[src/rtl/seg7_pkg.sv]
// Shared seven-segment definitions: logical (1 = lit) patterns for the BCD
// digits and the nibble-to-pattern decode used by the scan driver.
package seg7_pkg;

    localparam logic [6:0] SEG_0     = 7'h3F;
    localparam logic [6:0] SEG_1     = 7'h06;
    localparam logic [6:0] SEG_2     = 7'h5B;
    localparam logic [6:0] SEG_3     = 7'h4F;
    localparam logic [6:0] SEG_4     = 7'h66;
    localparam logic [6:0] SEG_5     = 7'h6D;
    localparam logic [6:0] SEG_6     = 7'h7D;
    localparam logic [6:0] SEG_7     = 7'h07;
    localparam logic [6:0] SEG_8     = 7'h7F;
    localparam logic [6:0] SEG_9     = 7'h6F;
    localparam logic [6:0] SEG_BLANK = 7'h00;

    // Non-BCD nibbles (10..15) decode dark rather than to hex glyphs.
    function automatic logic [6:0] bcd_to_seg(input logic [3:0] nibble);
        logic [6:0] pat;
        case (nibble)
            4'd0:    pat = SEG_0;
            4'd1:    pat = SEG_1;
            4'd2:    pat = SEG_2;
            4'd3:    pat = SEG_3;
            4'd4:    pat = SEG_4;
            4'd5:    pat = SEG_5;
            4'd6:    pat = SEG_6;
            4'd7:    pat = SEG_7;
            4'd8:    pat = SEG_8;
            4'd9:    pat = SEG_9;
            default: pat = SEG_BLANK;
        endcase
        return pat;
    endfunction

endpackage

[src/rtl/seg7_digit_enc.sv]
// Combinational decode of one BCD nibble to a logical segment pattern,
// forced dark when the digit is blanked.
module seg7_digit_enc
    import seg7_pkg::*;
(
    input  logic [3:0] nibble,
    input  logic       blank,
    output logic [6:0] seg
);

    always_comb begin
        if (blank) begin
            seg = SEG_BLANK;
        end else begin
            seg = bcd_to_seg(nibble);
        end
    end

endmodule

[src/rtl/seg7_scan_driver.sv]
// Time-multiplexed N-digit seven-segment driver: shadow-latched BCD word,
// one digit per PRESCALE-cycle slot, optional leading-zero blanking.
module seg7_scan_driver
    import seg7_pkg::*;
#(
    parameter int NUM_DIGITS = 4,
    parameter int PRESCALE   = 50000,
    parameter int ACTIVE_LOW = 1
) (
    input  logic                      clk,
    input  logic                      reset,
    input  logic                      load,
    input  logic [4*NUM_DIGITS-1:0]   digits_in,
    input  logic                      blank_lz,
    input  logic                      enable,
    output logic [6:0]                SEG,
    output logic [NUM_DIGITS-1:0]     AN,
    output logic                      frame_done
);

    localparam int IW = (NUM_DIGITS > 1) ? $clog2(NUM_DIGITS) : 1;
    localparam int PW = $clog2(PRESCALE);

    localparam logic [IW-1:0] IDX_MAX   = IW'(NUM_DIGITS - 1);
    localparam logic [IW-1:0] IDX_ONE   = IW'(1);
    localparam logic [PW-1:0] PRESC_MAX = PW'(PRESCALE - 1);
    localparam logic [PW-1:0] PRESC_ONE = PW'(1);

    localparam logic [6:0] SEG_OFF =
        (ACTIVE_LOW != 0) ? ~SEG_BLANK : SEG_BLANK;
    localparam logic [NUM_DIGITS-1:0] AN_OFF =
        (ACTIVE_LOW != 0) ? {NUM_DIGITS{1'b1}} : {NUM_DIGITS{1'b0}};

    logic [4*NUM_DIGITS-1:0] shadow_q, shadow_d;
    logic [PW-1:0]           presc_q, presc_d;
    logic [IW-1:0]           idx_q, idx_d;
    logic                    frame_done_q, frame_done_d;
    logic [6:0]              seg_q, seg_d;
    logic [NUM_DIGITS-1:0]   an_q, an_d;

    logic [NUM_DIGITS-1:0]   zero_from;
    logic                    all_zero;
    logic [3:0]              cur_nib;
    logic                    cur_blank;
    logic [NUM_DIGITS-1:0]   onehot;
    logic [6:0]              enc_seg;

    // Shadow capture and slot/digit scan counters; both counters freeze while disabled.
    always_comb begin
        shadow_d     = shadow_q;
        presc_d      = presc_q;
        idx_d        = idx_q;
        frame_done_d = 1'b0;
        if (load) begin
            shadow_d = digits_in;
        end else begin
            shadow_d = shadow_q;
        end
        if (enable) begin
            if (presc_q == PRESC_MAX) begin
                presc_d = '0;
                if (idx_q == IDX_MAX) begin
                    idx_d        = '0;
                    frame_done_d = 1'b1;
                end else begin
                    idx_d = idx_q + IDX_ONE;
                end
            end else begin
                presc_d = presc_q + PRESC_ONE;
            end
        end else begin
            presc_d = presc_q;
            idx_d   = idx_q;
        end
    end

    // zero_from[i] is set when shadow digits i..top are all zero; it drives
    // leading-zero blanking of the currently selected digit (never digit 0).
    always_comb begin
        all_zero  = 1'b1;
        zero_from = '0;
        cur_nib   = 4'h0;
        cur_blank = 1'b0;
        onehot    = '0;
        for (int i = NUM_DIGITS - 1; i >= 0; i--) begin
            all_zero     = all_zero & (shadow_q[4*i +: 4] == 4'h0);
            zero_from[i] = all_zero;
        end
        for (int i = 0; i < NUM_DIGITS; i++) begin
            if (idx_q == IW'(i)) begin
                cur_nib   = shadow_q[4*i +: 4];
                cur_blank = blank_lz & zero_from[i] & (i != 0);
                onehot[i] = 1'b1;
            end else begin
                onehot[i] = 1'b0;
            end
        end
    end

    seg7_digit_enc u_digit_enc (
        .nibble (cur_nib),
        .blank  (cur_blank),
        .seg    (enc_seg)
    );

    // Output stage: polarity applied here so SEG/AN leave the block straight from flops.
    always_comb begin
        seg_d = SEG_OFF;
        an_d  = AN_OFF;
        if (enable) begin
            if (ACTIVE_LOW != 0) begin
                seg_d = ~enc_seg;
                an_d  = ~onehot;
            end else begin
                seg_d = enc_seg;
                an_d  = onehot;
            end
        end else begin
            seg_d = SEG_OFF;
            an_d  = AN_OFF;
        end
    end

    // State and output registers; reset overrides any coincident load.
    always_ff @(posedge clk) begin
        if (reset) begin
            shadow_q     <= '0;
            presc_q      <= '0;
            idx_q        <= '0;
            frame_done_q <= 1'b0;
            seg_q        <= SEG_OFF;
            an_q         <= AN_OFF;
        end else begin
            shadow_q     <= shadow_d;
            presc_q      <= presc_d;
            idx_q        <= idx_d;
            frame_done_q <= frame_done_d;
            seg_q        <= seg_d;
            an_q         <= an_d;
        end
    end

    assign SEG        = seg_q;
    assign AN         = an_q;
    assign frame_done = frame_done_q;

endmodule
[config.mk]
export PLATFORM = sky130hd
export DESIGN_NAME = seg7_scan_driver
export DESIGN_NICKNAME = d
export VERILOG_FILES = /design/src/rtl/seg7_pkg.sv /design/src/rtl/seg7_digit_enc.sv /design/src/rtl/seg7_scan_driver.sv
export SDC_FILE = /design/constraint.sdc
export NUM_CORES = 1
export LEC_CHECK = 0
export ABC_AREA = 1
export CAP_MARGIN = 20
export CORE_MARGIN = 2
export CORE_UTILIZATION = 50
export CTS_CLUSTER_DIAMETER = 40
export DETAILED_ROUTE_END_ITERATION = 16
export PLACE_DENSITY = 0.75
export SETUP_SLACK_MARGIN = 0.05
export SLEW_MARGIN = 25
export SYNTH_ARGS = -nofsm -noshare
export SYNTH_HDL_FRONTEND = slang
export SYNTH_SLANG_ARGS = --single-unit
[constraint.sdc]
create_clock -name clk -period 3.3 [get_ports clk]
set_input_delay 0.66 -clock clk [delete_from_list [all_inputs] [get_ports clk]]
set_output_delay 0.66 -clock clk [all_outputs]
set_load 0.01 [all_outputs]
==> impl_metrics.env <==
export IMPL_cts_resized=0
export IMPL_synth_distinct_cells=30
export IMPL_grt_overflow_total=0
export IMPL_portBuffers=32
export IMPL_clock_sinks=46
export IMPL_r2r_cells=8
export IMPL_slew_violations=0
export IMPL_grt_antenna_before_repair=0
export IMPL_clock_skew_ps=6.13
export IMPL_syn_avg_cell_area_sq_um=7.26
export IMPL_crit_required_ps=3480
export IMPL_drt_pre_antenna_iters=4
export IMPL_switching_share_pct=24.4
export IMPL_path_cells="ha_1 > inv_1 > o21ai_0 > inv_1 > ha_1 > nand3b_1 > nand3_1 > nand3_1"
export IMPL_r2r_end="SEG[6]"
export IMPL_hp_class="reg -> reg"
export IMPL_synth_seq_cells=46
export IMPL_netlist_area_sq_mm=0.00217
export IMPL_setup_viol=0
export IMPL_synth_most_common_cell="nand2_1"
export IMPL_area_delta_synth_final_pct=20.2
export IMPL_crit_type="reg -> reg"
export IMPL_synth_largest_area_cell="dfxtp_1"
export IMPL_nFillCells=390
export IMPL_endpoint_kind="flop"
export IMPL_hpwl_microns=3320
export IMPL_seq_area_frac_synth_pct=42.4
export IMPL_whs_endpoint="shadow_q[4]"
export IMPL_fin_nets=364
export IMPL_clk_pin_slew_worst_paths_ps=80
export IMPL_power_frac_clock_pct=31.5
export IMPL_vias=1910
export IMPL_slew_headroom_pct=54.3
export IMPL_start_util_pct=53.2
export IMPL_maxCapViolations=0
export IMPL_numCtsBuffers=5
export IMPL_core_area_sq_mm=0.00409
export IMPL_yosysTopAreaCellShare_pct=42.4
export IMPL_cpPeakStageDelay_ps=570
export IMPL_grt_pass1_vias=1747
export IMPL_grt_usage_pct=19.2
export IMPL_period_minus_slack_ps=2260
export IMPL_cp_max_fo=7
export IMPL_synth_warnings=0
export IMPL_fp_dieH_microns=69.9
export IMPL_instances_no_fill=383
export IMPL_synthArstFlopShare_pct=0
export IMPL_r2r_slack_ps=1040
export IMPL_fin_setup_tns_ps=0
export IMPL_worst_slew_pin_slew_ps=678
export IMPL_comb_power_share_pct=11.6
export IMPL_n_antenna_cell=0
export IMPL_final_area_sq_mm=0.00261
export IMPL_drc_errors=0
export IMPL_wl_per_cell_microns=11.2
export IMPL_row_count=23
export IMPL_power_frac_seq_pct=56.9
export IMPL_cts_path_max_buffers=2
export IMPL_wirelength_microns=4290
export IMPL_cts_root_buf="clkbuf_8"
export IMPL_worst_ir_drop_vdd_mv=0.302
export IMPL_ys_top_cells_by_count="nand2_1, dfxtp_1, nor2_1"
export IMPL_initialDrtViolationCount=77
export IMPL_htreeDepth=2
export IMPL_drt_vias_per_instance=4.99
export IMPL_rsz0062_at_grt="no"
export IMPL_arrival_ps=2440
export IMPL_drive_above_1_share_pct=6.01
export IMPL_synthTopCellsByArea="dfxtp_1, nand2_1, nor2_1"
export IMPL_fin_crit_sh_pct=68.6
export IMPL_synthCells=299
export IMPL_clkLatencyLatePin_ps=300
export IMPL_die_area_sq_mm=0.00489
export IMPL_reg2reg_from="idx_q[1]"
export IMPL_p_switching_uw=252
export IMPL_synth_edff_count=0
export IMPL_hold_depth=2
export IMPL_cts_setup_buffers=0
export IMPL_syn_num_nets=330
export IMPL_power_leakage_nw=1.12
export IMPL_hold_viol_final=0
export IMPL_placed_area_sq_mm=0.00253
export IMPL_cp_start_kind="flop"
export IMPL_ant_nets=0
export IMPL_status="finished clean"
export IMPL_cp_slowest_cell="o21ai_0"
export IMPL_die_w_microns=69.9
export IMPL_p_per_area_mw_per_mm2=396
export IMPL_grt_start_max_net_pins=23
export IMPL_dp_cells=376
export IMPL_hp_start="shadow_q[4]"
export IMPL_cts_tree="yes"
export IMPL_synth_flop_cell="dfxtp_1"
export IMPL_ioPinCount=33
export IMPL_postCtsHoldBufs=0
export IMPL_p_int_uw=782
export IMPL_timing_fmax_mhz=442
export IMPL_place_gp_congestion=0.812
export IMPL_grt_pass1_wl_microns=7600
cell type report:
type | instances | area [sq um] | share of cell area [%]
clock buffers | 7 | 76.3 | 2.92
inverters | 37 | 139 | 5.32
multi-input cells | 211 | 1090 | 41.8
flip-flops and latches | 46 | 921 | 35.3
well taps | 50 | 62.6 | 2.40
repair buffers | 32 | 320 | 12.3
power groups by stage:
| stage | clock network, mW | logic [mW] | registers [mW] |
|---|---|---|---|
| after global routing | 0.356 | 0.137 | 0.591 |
| after global placement | 0 | 0.117 | 0.601 |
| after CTS | 0.336 | 0.121 | 0.588 |
| after floorplan | 0 | 0.0646 | 0.602 |
| after detailed placement | 0 | 0.120 | 0.601 |
| final | 0.325 | 0.120 | 0.588 |
critical path, delay by kind of cell, from the launching register on:
| family | cells | cell delay, ps |
|---|---|---|
| AOI/OAI and AO/OA | 1 | 570 |
| adders and majority gates | 2 | 560 |
| and+or+nand+nor | 3 | 360 |
| DFF | 1 | 370 |
| buffers and inverters | 2 | 290 |
logic make-up after synthesis:
logic type	after synthesis	synth area share, %
AOI/OAI and AO/OA	41	9.91
xor gates and xnor gates	1	0.403
adders and majority gates	10	5.76
buffers and inverters	42	7.32
DFF	46	42.4
and+or+nand+nor	159	34.2
metal layers:
layer | part of all wire (%) | vias to the layer above | track usage, %
li1 | - | 1026 | -
met1 | 48 | 833 | 24.5
met2 | 46 | 45 | 31.4
met3 | 4.9 | 6 | 5.77
met4 | 1.0 | 0 | 5.77
met5 | 0 | - | 0
worst max-delay path by stage:
stage	slack, ps	end	cells past startpoint	start
floorplan	1460	SEG[3]	10	idx_q[0]
global placement	1080	SEG[1]	6	enable
detailed placement	1050	SEG[6]	8	idx_q[1]
CTS	1030	SEG[6]	8	idx_q[1]
global route	800	SEG[6]	8	idx_q[1]
finish	1040	SEG[6]	8	idx_q[1]
per-stage QoR:
stage	hold WS, ps	utilization (%)	setup WS, ps	power (mW)
after global routing	510	63.9	796	1.08
after detailed placement	466	62.0	1050	0.722
after global placement	460	62.0	1080	0.719
final	476	63.9	1040	1.03
after CTS	479	63.9	1030	1.05
after floorplan	448	-	1460	0.667
registers in the layout (all words and copies together), names as in the netlist:
register    cells
frame_done      1
idx_q           2
shadow_q       16
SEG             7
AN              4
presc_q        16
cells in the final DEF (no fill, tap or decap), types with 2 or more instances in the layout:
cell,Yosys,routed
nor3_1,5,5
inv_1,36,36
clkdlybuf4s50_1,0,32
dfxtp_1,46,46
a21oi_1,17,17
nor3b_1,4,4
ha_1,10,10
o21ai_0,19,19
clkbuf_1,4,2
nand2_1,58,58
nor2_1,46,46
nor2_2,3,3
nand2_2,2,2
nor2_4,2,2
nand3_2,2,2
nand3b_1,3,3
nand3_1,28,28
clkbuf_8,0,5
(Power assumes the default switching activity.)
